--- config.mk ---
export PLATFORM = sky130hd
export DESIGN_NAME = psk_modulator
export DESIGN_NICKNAME = d
export VERILOG_FILES = /design/src/rtl/psk_modulator.sv
export SDC_FILE = /design/constraint.sdc
export NUM_CORES = 1
export LEC_CHECK = 0
export CAP_MARGIN = 20
export CORE_ASPECT_RATIO = 1.25
export CORE_MARGIN = 2
export CORE_UTILIZATION = 45
export CTS_CLUSTER_SIZE = 28
export DETAILED_ROUTE_END_ITERATION = 10
export GPL_ROUTABILITY_DRIVEN = 0
export GPL_TIMING_DRIVEN = 0
export PLACE_DENSITY_LB_ADDON = 0.25
export SETUP_SLACK_MARGIN = 0.4
export SYNTH_ARGS = -nofsm -noshare
export SYNTH_HDL_FRONTEND = slang
export SYNTH_SLANG_ARGS = --single-unit
--- constraint.sdc ---
create_clock -name clk -period 2.2 [get_ports clk]
set_input_delay 0.44 -clock clk [delete_from_list [all_inputs] [get_ports clk]]
set_output_delay 0.44 -clock clk [all_outputs]
set_load 0.02 [all_outputs]
--- src/rtl/psk_modulator.sv ---
// psk_modulator
//   BPSK/QPSK carrier modulator. Symbols arrive over a valid/ready handshake.
//   Each symbol becomes one carrier period of phase-shifted sine samples in
//   offset-binary. The packet mode is latched when a start is accepted.
//
// Optional feature macro: PSK_DIFF_EN
//   When defined, each symbol's offset is added (mod WAVELENGTH) to the
//   previous symbol's phase. The running phase is cleared on an accepted start.
//   When undefined, the phase is absolute per symbol.
//
// Parameters
//   DATA_WIDTH      sample width
//   WAVELENGTH      samples per carrier period / symbol (multiple of 4, >= 8)
//   PACKET_SYMBOLS  symbols per packet (>= 1)
//
// Ports
//   clk, rst          clock, async active-high reset
//   start, mode       packet start pulse, 0 = BPSK / 1 = QPSK
//   sym_data          symbol (BPSK uses bit 0)
//   sym_valid         symbol valid
//   sym_ready         symbol ready
//   sample_out        DAC sample; midscale whenever sample_valid is low
//   sample_valid      sample_out carries a carrier sample
//   busy              FSM active or pipeline not yet drained
//   done              pulse on the last sample of a packet
//   underflow         sticky; a symbol was missing at a symbol boundary
module psk_modulator #(
  parameter int DATA_WIDTH     = 8,
  parameter int WAVELENGTH     = 16,
  parameter int PACKET_SYMBOLS = 32
) (
  input  logic                  clk,
  input  logic                  rst,
  input  logic                  start,
  input  logic                  mode,
  input  logic [1:0]            sym_data,
  input  logic                  sym_valid,
  output logic                  sym_ready,
  output logic [DATA_WIDTH-1:0] sample_out,
  output logic                  sample_valid,
  output logic                  busy,
  output logic                  done,
  output logic                  underflow
);

  localparam int AW = $clog2(WAVELENGTH);
  localparam int CW = $clog2(PACKET_SYMBOLS + 1);

  localparam logic [DATA_WIDTH-1:0] MIDSCALE  = {1'b1, {(DATA_WIDTH-1){1'b0}}};
  localparam longint                AMP       = (64'sd1 <<< (DATA_WIDTH - 1)) - 64'sd1;
  localparam longint                PI_HALF_Q = 64'sd1686629713;  // pi/2 * 2^30

  localparam logic [AW:0]   W_EXT     = WAVELENGTH[AW:0];
  localparam logic [AW-1:0] W_LAST    = AW'(WAVELENGTH - 1);
  localparam logic [AW-1:0] W_QTR     = AW'(WAVELENGTH / 4);
  localparam logic [AW-1:0] W_HALF    = AW'(WAVELENGTH / 2);
  localparam logic [AW-1:0] W_3QTR    = AW'((3 * WAVELENGTH) / 4);
  localparam logic [CW-1:0] COUNT_MAX = CW'(PACKET_SYMBOLS);

  typedef enum logic [1:0] {
    IDLE  = 2'd0,
    FETCH = 2'd1,
    RUN   = 2'd2
  } state_t;

  // (a + b) mod WAVELENGTH with both operands already in range, so a single
  // conditional subtract is enough and no out-of-range value is ever produced.
  function automatic logic [AW-1:0] mod_add(input logic [AW-1:0] a,
                                            input logic [AW-1:0] b);
    logic [AW:0] total;
    total = {1'b0, a} + {1'b0, b};
    if (total >= W_EXT) total = total - W_EXT;
    return total[AW-1:0];
  endfunction

  // Sine table entry, evaluated at elaboration. The angle is folded into the
  // first quadrant and a Taylor series is run in Q30 fixed point, which keeps
  // every intermediate product inside 64 bits.
  function automatic logic [DATA_WIDTH-1:0] sine_entry(input int p);
    longint x, x2, term, acc, mag;
    int     quarter, q, r;
    quarter = WAVELENGTH / 4;
    q       = p / quarter;
    r       = p % quarter;
    if (q[0]) r = quarter - r;
    x    = (PI_HALF_Q * longint'(r)) / longint'(quarter);
    x2   = (x * x) >>> 30;
    term = x;
    acc  = x;
    for (int k = 1; k < 12; k++) begin
      term = -((term * x2) >>> 30) / longint'((2 * k) * (2 * k + 1));
      acc  = acc + term;
    end
    mag = (AMP * acc + (64'sd1 <<< 29)) >>> 30;
    if (q >= 2) return MIDSCALE - DATA_WIDTH'(mag);
    return MIDSCALE + DATA_WIDTH'(mag);
  endfunction

  logic [DATA_WIDTH-1:0] rom [WAVELENGTH];

  for (genvar p = 0; p < WAVELENGTH; p++) begin : g_rom
    localparam logic [DATA_WIDTH-1:0] ENTRY = sine_entry(p);
    assign rom[p] = ENTRY;
  end

  state_t                state_q, state_d;
  logic                  mode_q, mode_d;
  logic [AW-1:0]         index_q, index_d;
  logic [AW-1:0]         offset_q, offset_d;
  logic [CW-1:0]         sym_count_q, sym_count_d;
  logic                  underflow_q, underflow_d;
  logic [AW-1:0]         addr_q, addr_d;
  logic                  s0_valid_q, s0_valid_d;
  logic                  s0_done_q, s0_done_d;
  logic [DATA_WIDTH-1:0] sample_q;
  logic                  valid_q;
  logic                  done_q;

  logic                  ready_c;
  logic                  busy_c;
  logic [AW-1:0]         sym_offset;
  logic [AW-1:0]         new_offset;

  assign busy_c = (state_q != IDLE) | s0_valid_q | valid_q;

  always_comb begin
    sym_offset = '0;
    if (!mode_q) begin
      sym_offset = sym_data[0] ? W_HALF : '0;
    end else begin
      case (sym_data)
        2'b00:   sym_offset = '0;
        2'b01:   sym_offset = W_QTR;
        2'b11:   sym_offset = W_HALF;
        default: sym_offset = W_3QTR;
      endcase
    end
  end

`ifdef PSK_DIFF_EN
  // offset_q doubles as the running phase: it is cleared on start.
  assign new_offset = mod_add(offset_q, sym_offset);
`else
  assign new_offset = sym_offset;
`endif

  assign addr_d     = mod_add(index_q, offset_q);
  assign s0_valid_d = (state_q == RUN);

  always_comb begin
    state_d     = state_q;
    mode_d      = mode_q;
    index_d     = index_q;
    offset_d    = offset_q;
    sym_count_d = sym_count_q;
    underflow_d = underflow_q;
    ready_c     = 1'b0;
    s0_done_d   = 1'b0;
    case (state_q)
      IDLE: begin
        // A start arriving while the pipeline still drains is not accepted.
        if (start && !busy_c) begin
          mode_d      = mode;
          sym_count_d = '0;
          underflow_d = 1'b0;
          offset_d    = '0;
          index_d     = '0;
          state_d     = FETCH;
        end
      end
      FETCH: begin
        ready_c = 1'b1;
        // Past the first symbol, being here means a boundary was missed.
        if (sym_count_q != '0) underflow_d = 1'b1;
        if (sym_valid) begin
          offset_d    = new_offset;
          index_d     = '0;
          sym_count_d = sym_count_q + CW'(1);
          state_d     = RUN;
        end
      end
      RUN: begin
        if (index_q == W_LAST) begin
          index_d = '0;
          if (sym_count_q < COUNT_MAX) begin
            ready_c = 1'b1;
            if (sym_valid) begin
              offset_d    = new_offset;
              sym_count_d = sym_count_q + CW'(1);
            end else begin
              state_d = FETCH;
            end
          end else begin
            s0_done_d = 1'b1;
            state_d   = IDLE;
          end
        end else begin
          index_d = index_q + AW'(1);
        end
      end
      default: state_d = IDLE;
    endcase
  end

  always_ff @(posedge clk or posedge rst) begin
    if (rst) begin
      state_q     <= IDLE;
      mode_q      <= 1'b0;
      index_q     <= '0;
      offset_q    <= '0;
      sym_count_q <= '0;
      underflow_q <= 1'b0;
      addr_q      <= '0;
      s0_valid_q  <= 1'b0;
      s0_done_q   <= 1'b0;
      sample_q    <= MIDSCALE;
      valid_q     <= 1'b0;
      done_q      <= 1'b0;
    end else begin
      state_q     <= state_d;
      mode_q      <= mode_d;
      index_q     <= index_d;
      offset_q    <= offset_d;
      sym_count_q <= sym_count_d;
      underflow_q <= underflow_d;
      addr_q      <= addr_d;
      s0_valid_q  <= s0_valid_d;
      s0_done_q   <= s0_done_d;
      // Synchronous ROM read lands directly in the output register.
      sample_q    <= s0_valid_q ? rom[addr_q] : MIDSCALE;
      valid_q     <= s0_valid_q;
      done_q      <= s0_done_q;
    end
  end

  assign sym_ready    = ready_c;
  assign sample_out   = sample_q;
  assign sample_valid = valid_q;
  assign busy         = busy_c;
  assign done         = done_q;
  assign underflow    = underflow_q;

endmodule

Word level (Yosys, flattened, before mapping)
Memories as Yosys holds them, arrays and structs flattened. Cells that the tools add are included.

Register bits after elaboration: 34. ROM bits: 128. Input bits: 7. Output and inout port bits: 13. Word-level logic and storage cells: 82. Memories: 1.

Add/subtract/negate cells: 4. Magnitude comparators: 3. Equal/unequal tests: 11. Muxes and demuxes: 35. Bitwise operators: 3. Reductions and logical operators: 13.

Memory list: (no name shown) (depth 16, width 8, rd ports 1, clocked after memory_dff 0, write ports 0, line 230) `sample_q <= s0_valid_q ? rom[addr_q] : MIDSCALE;`.

Operators by type and width (number): 2-to-1 mux 4 bit (9); case mux 4 bit (3 select lines) (3); 2-to-1 mux 6 bit (4); 2-to-1 mux 8 bit (3); case mux 6 bit (3 select lines) (1); greater-or-equal comparator 5 bit (second input constant) (2); 2-to-1 mux 2 bit (5); AND reduction 4 bit (2); 2-to-1 mux 1 bit (7); adder 6 x 1 -> 6 bit (second input constant) (1); < comparator 6 bit (second input constant) (1); != test 2 bit (second input constant) (3); case mux 2 bit (3 select lines) (1); AND reduction 3 bit (2); nonzero test 6 bit (1); adder 4 x 4 -> 5 bit (1); inverter 4 -> 5 bit (1); adder 4 x 1 -> 4 bit (second input constant) (1); equality test 2 x 1 -> 1 bit (second input constant) (2); equality test 2 bit (second input constant) (2); equality test 4 bit (second input constant) (1); logical NOT 2 bit (2); != test 2 x 1 -> 1 bit (second input constant) (2); case mux 1 bit (2 select lines) (2); other kinds (8) (10).

Longest topological paths before layout
Word-level depth: 7. Depth in mapped cells: 6. Gate-level depth less buffers: 5.

Worst setup path after synthesis
OpenSTA, ideal clock, no wires.

Kind: flip-flop to flip-flop. From: register s0_valid_q. To: register sym_count_q[4]. Library setup time: 69 ps. Arrival time: 1854 ps. Data required time: 2131 ps. Setup slack: 277 ps. Stages on the path, launching flop included: 6. Buffers on the path: 1. Clock period less this slack: 1923 ps. Cell sequence: dfrtp_1 > buf_6 > or3b_4 > a221o_1 > or4_1 > nand3_1.

Cells in the longest elaborated chain, start to end: 6.

RTL lines: start, declared (line 113) `logic s0_valid_q, s0_valid_d;`; start signal, assigned (line 227) `s0_valid_q <= s0_valid_d;`; OR 1 bit (2 in series) (line 124) `assign busy_c = (state_q != IDLE) | s0_valid_q | valid_q;`; logical NOT 1 bit (line 162) `if (start && !busy_c) begin`; logical AND 1 bit (line 162); != test 2 bit (no source line); AND reduction 4 bit (no source line); end signal, assigned (line 224) `sym_count_q <= sym_count_d;`; end, declared (line 110) `logic [CW-1:0] sym_count_q, sym_count_d;`.

No other way between the ends. A chain may end at the register's enable or synchronous reset.

Worst setup path in the final report
From: register state_q[1]. To: output sym_ready.

Cells in the longest elaborated chain, start to end: 2. Elaborated cells between the ends (all ways): 3. Those cells by class: eq/ne: 2; mux: 1.

RTL lines: start, declared (line 106) `state_t state_q, state_d;`; start signal, assigned (line 220) `state_q <= state_d;`; equality test 2 bit; named net s0_valid_d (line 113); case mux 1 bit (2 select lines) (line 159) `case (state_q)`; end, declared (line 38) `output logic sym_ready,`.

The timed path passes the listed nets, and every way through them passes these cells.

==> flow_metrics.env <==
export IMPL_cp_cell_sequence="ha_4, clkbuf_8, nor3b_2, o21a_1, buf_6"
export IMPL_ys_seq_area_share_pct=46.72
export IMPL_finalCritPeriodShare_pct=87.61
export IMPL_die_area_mm2=0.004328
export IMPL_htree_levels=2
export IMPL_holdPathStages=0
export IMPL_first_pass_iters=4
export IMPL_startpoint_type="flop"
export IMPL_fmax_ghz=0.5188
export IMPL_ir_worst_vdd_uv=1012
export IMPL_synth_area_per_cell_um2=10.53
export IMPL_grt_usage_pct=19.96
export IMPL_coreArea_mm2=0.003722
export IMPL_worstSetupEndpointType="output port"
export IMPL_tightest_slew_ns=0.4775
export IMPL_drt_vias_per_instance=5.637
export IMPL_clock_skew_final_ns=0.004133
export IMPL_clkTransAtPathRegs_ns=0.07
export IMPL_crit_slowest_cell="dfrtp_2"
export IMPL_hold_viol_final=0
export IMPL_min_period_ns=1.927
export IMPL_synth_top_family_by_area="simple AND/OR/NAND/NOR gates"
export IMPL_ant_nets=0
export IMPL_remaining_drc_errors=0
export IMPL_leakagePower_uw=0.001113
export IMPL_grt_max_degree=24
export IMPL_nets=230
export IMPL_dp_hpwl_um=2462
export IMPL_antennaDiodeCount=0
export IMPL_die_w_um=59.25
export IMPL_clockRootBuffer="clkbuf_8"
export IMPL_rows=25
export IMPL_netlist_instances=163
export IMPL_min_delay_start="s0_done_q$_DFF_PP0_"
export IMPL_numClockSinks=32
export IMPL_clock_latency_ns=0.29
export IMPL_wl_um=3931
export IMPL_cp_required_ns=1.76
export IMPL_path_max_fanout=3
export IMPL_fin_hold_ws_ns=0.3481
export IMPL_fill_cells=283
export IMPL_hp_class="reg2reg"
export IMPL_fin_cells=248
export IMPL_overflow=0
export IMPL_drv_cap=0
export IMPL_slowest_delay_ns=0.44
export IMPL_ioPinCount=20
export IMPL_startpoint="state_q[1]$_DFFE_PP0P_"
export IMPL_ys_seq_elements=32
export IMPL_synthArstFlopShare_pct=100.0
export IMPL_portBuffers=19
export IMPL_yosys_area_share_xor_xnor_pct=2.041
export IMPL_mappedNetlistNets=186
export IMPL_grt_pass1_vias=1391
export IMPL_synth_compound_area_share_pct=14.14
export IMPL_synth_edf_count=0
export IMPL_status="finished, final reports clean"
export IMPL_drt_iter0_markers=25
export IMPL_relSlewSlack_pct=68.13
export IMPL_cts_buffers=5
export IMPL_crit_arrival_ns=1.49
export IMPL_vias=1398
export IMPL_ff2ff_path_depth=7
export IMPL_p_per_area_mw_per_mm2=1454
export IMPL_dpl_cell_count=223
export IMPL_cts_buffer_depth=2
export IMPL_die_y_um=73.06
export IMPL_synth_top_area_share_pct=45.19
export IMPL_antenna_found_initial=0
export IMPL_synthMuxAreaShare_pct=5.175
export IMPL_rsz0062_at_grt="true"
export IMPL_grt_pass1_wl_um=6430
export IMPL_area_growth_pct=39.21
export IMPL_netlist_top_cells_area="dfrtp_1 (45%), ha_1 (12%), o21ai_0 (4.4%), mux2_2 (3.3%), nand2_1 (3.3%)"
export IMPL_path_class="reg2out"
export IMPL_synth_fa_ha_area_share_pct=11.66
export IMPL_layout_drive_gt1_share_pct=30.29
export IMPL_synth_flop_cell="dfrtp_1"
export IMPL_cts_tree="built"
export IMPL_yosysUniqueCellTypes=40
export IMPL_reg2reg_from="s0_valid_q$_DFF_PP0_"
export IMPL_setup_viol=0
export IMPL_yosysTopAreaCell="dfrtp_1"
export IMPL_initial_core_util_pct=46.12
export IMPL_wire_per_inst_um=15.85
export IMPL_ys_warn_count=0
export IMPL_syn_area_mm2=0.001717
export IMPL_yosys_area_share_simple_pct=16.11
export IMPL_drv_slew=0
## Yosys cell counts, drive strengths merged, types with 2 or more instances
| master | number |
|---|---|
| o211a | 2 |
| nand3 | 10 |
| dfrtp | 31 |
| clkbuf | 5 |
| o211ai | 2 |
| a21o | 2 |
| xor2 | 2 |
| nand2 | 15 |
| xnor2 | 2 |
| a221o | 3 |
| nand2b | 3 |
| mux2 | 5 |
| and2 | 2 |
| a21oi | 5 |
| o31ai | 2 |
| nor2b | 4 |
| o21a | 2 |
| nor2 | 4 |
| nor3b | 2 |
| nand3b | 2 |
| o21ai | 15 |
| ha | 16 |
| inv | 11 |
## area by class of cell
| cell class | count | area (µm²) | share of cell area (%) |
|---|---|---|---|
| Buffer | 6 | 50.05 | 2.094 |
| Clock buffer | 7 | 96.34 | 4.031 |
| Clock inverter | 1 | 30.03 | 1.257 |
| Inverter | 11 | 41.29 | 1.728 |
| Multi-Input combinational cell | 114 | 952.2 | 39.84 |
| Sequential cell | 32 | 804.5 | 33.66 |
| Tap cell | 40 | 50.05 | 2.094 |
| Timing Repair Buffer | 37 | 365.4 | 15.29 |
## layer usage
layer / share of wire [%] / vias up / GRT usage [%]
met3: 3.2 / 9 / 4.610
li1: - / 662 / -
met1: 38 / 696 / 22.20
met4: 2.2 / 0 / 10.61
met2: 57 / 31 / 34.55
met5: 0 / - / 0
## sequential cells by signal (all words and copies together), names as in the netlist
signal        count
offset_q          2
addr_q            4
mode_q            1
sym_count_q       6
index_q           4
done              1
s0_valid_q        1
underflow         1
state_q           2
sample_valid      1
s0_done_q         1
sample_out        8
## per-stage QoR
stage / area (µm²) / setup slack (ns) / utilization (%) / TNS, ns / total power, µW
2_1_floorplan: 1718 / 0.4068 / - / 0 / 1792
3_3_place_gp: 1958 / -0.2586 / 52.61 / -0.5530 / 2126
3_5_place_dp: 1986 / -0.2971 / 53.34 / -0.7310 / 2185
4_1_cts: 2312 / 0.2505 / 62.12 / 0 / 3257
5_1_grt: 2390 / 0.2270 / 64.20 / 0 / 3701
6_report: 2390 / 0.2726 / 64.20 / 0 / 3475
## critical path: cells and delay by family, from the launching register on
kind	cells	cell delay, ns
flip-flops	1	0.44
buffers and inverters	2	0.26
adder cells (fa/ha/maj)	1	0.18
AO/OA/AOI/OAI	1	0.19
AND/OR/NAND/NOR	1	0.14
## final timing paths
| check | to | slack (ns) |
|---|---|---|
| worst min register to register | done$_DFF_PP0_ | 0.35 |
| worst min-delay path | done$_DFF_PP0_ | 0.35 |
| min in group asynchronous | done$_DFF_PP0_ | 0.47 |
| max in group asynchronous | sample_out[7]$_DFF_PP1_ | 1.19 |
| worst max-delay path | sym_ready | 0.27 |
| worst max register to register | sym_count_q[5]$_DFFE_PP0P_ | 0.35 |
## cell usage in the layout, fill, tap and decap left out, types with 2 or more instances in the layout
master           netlist  routed
and2_2                 2       2
xnor2_1                2       2
inv_1                 11       9
nand2b_1               3       3
a21oi_1                5       5
xor2_1                 2       2
o211a_1                2       2
dlygate4sd2_1          0       2
o211ai_1               2       2
buf_4                  0      10
o21ai_2                0       8
nor2b_1                4       4
nand2_1               15      15
nor2_1                 4       3
o21ai_1                0       4
o21a_1                 2       2
o21ai_0               15       3
clkdlybuf4s50_1        0      15
clkbuf_1               5       3
ha_4                   0       3
dfrtp_2                0       2
nand3_1               10       9
mux2_2                 5       5
inv_2                  0       2
buf_6                  1       9
ha_1                  16      13
dfrtp_1               31      29
nand3b_1               2       2
a221o_1                2       2
a21o_1                 2       2
o31ai_1                2       2
clkbuf_8               0       9
## repair_timing
| action | CTS | global route |
|---|---|---|
| setup endpoints to repair | 13 | 13 |
| hold buffers | 0 | 0 |
| endpoints found under the hold margin | 0 | 0 |
| buffers inserted | 16 | 1 |
| pin swaps | 10 | 13 |
| resized for setup | 34 | 27 |
## report_power, final
group | leakage, µW | total [µW] | internal, µW | switching [µW]
registers | 0.000422 | 918 | 767 | 152
clock network | 0.0000645 | 620 | 399 | 220
logic | 0.000627 | 1940 | 979 | 958
## cell families after synthesis
logic type,after synthesis
multiplexers,7
XOR/XNOR,4
buffers and inverters,17
adder cells (fa/ha/maj),16
AND/OR/NAND/NOR,51
AO/OA/AOI/OAI,36
flip-flops,32
Note: power is estimated with default switching activity, not from simulation.
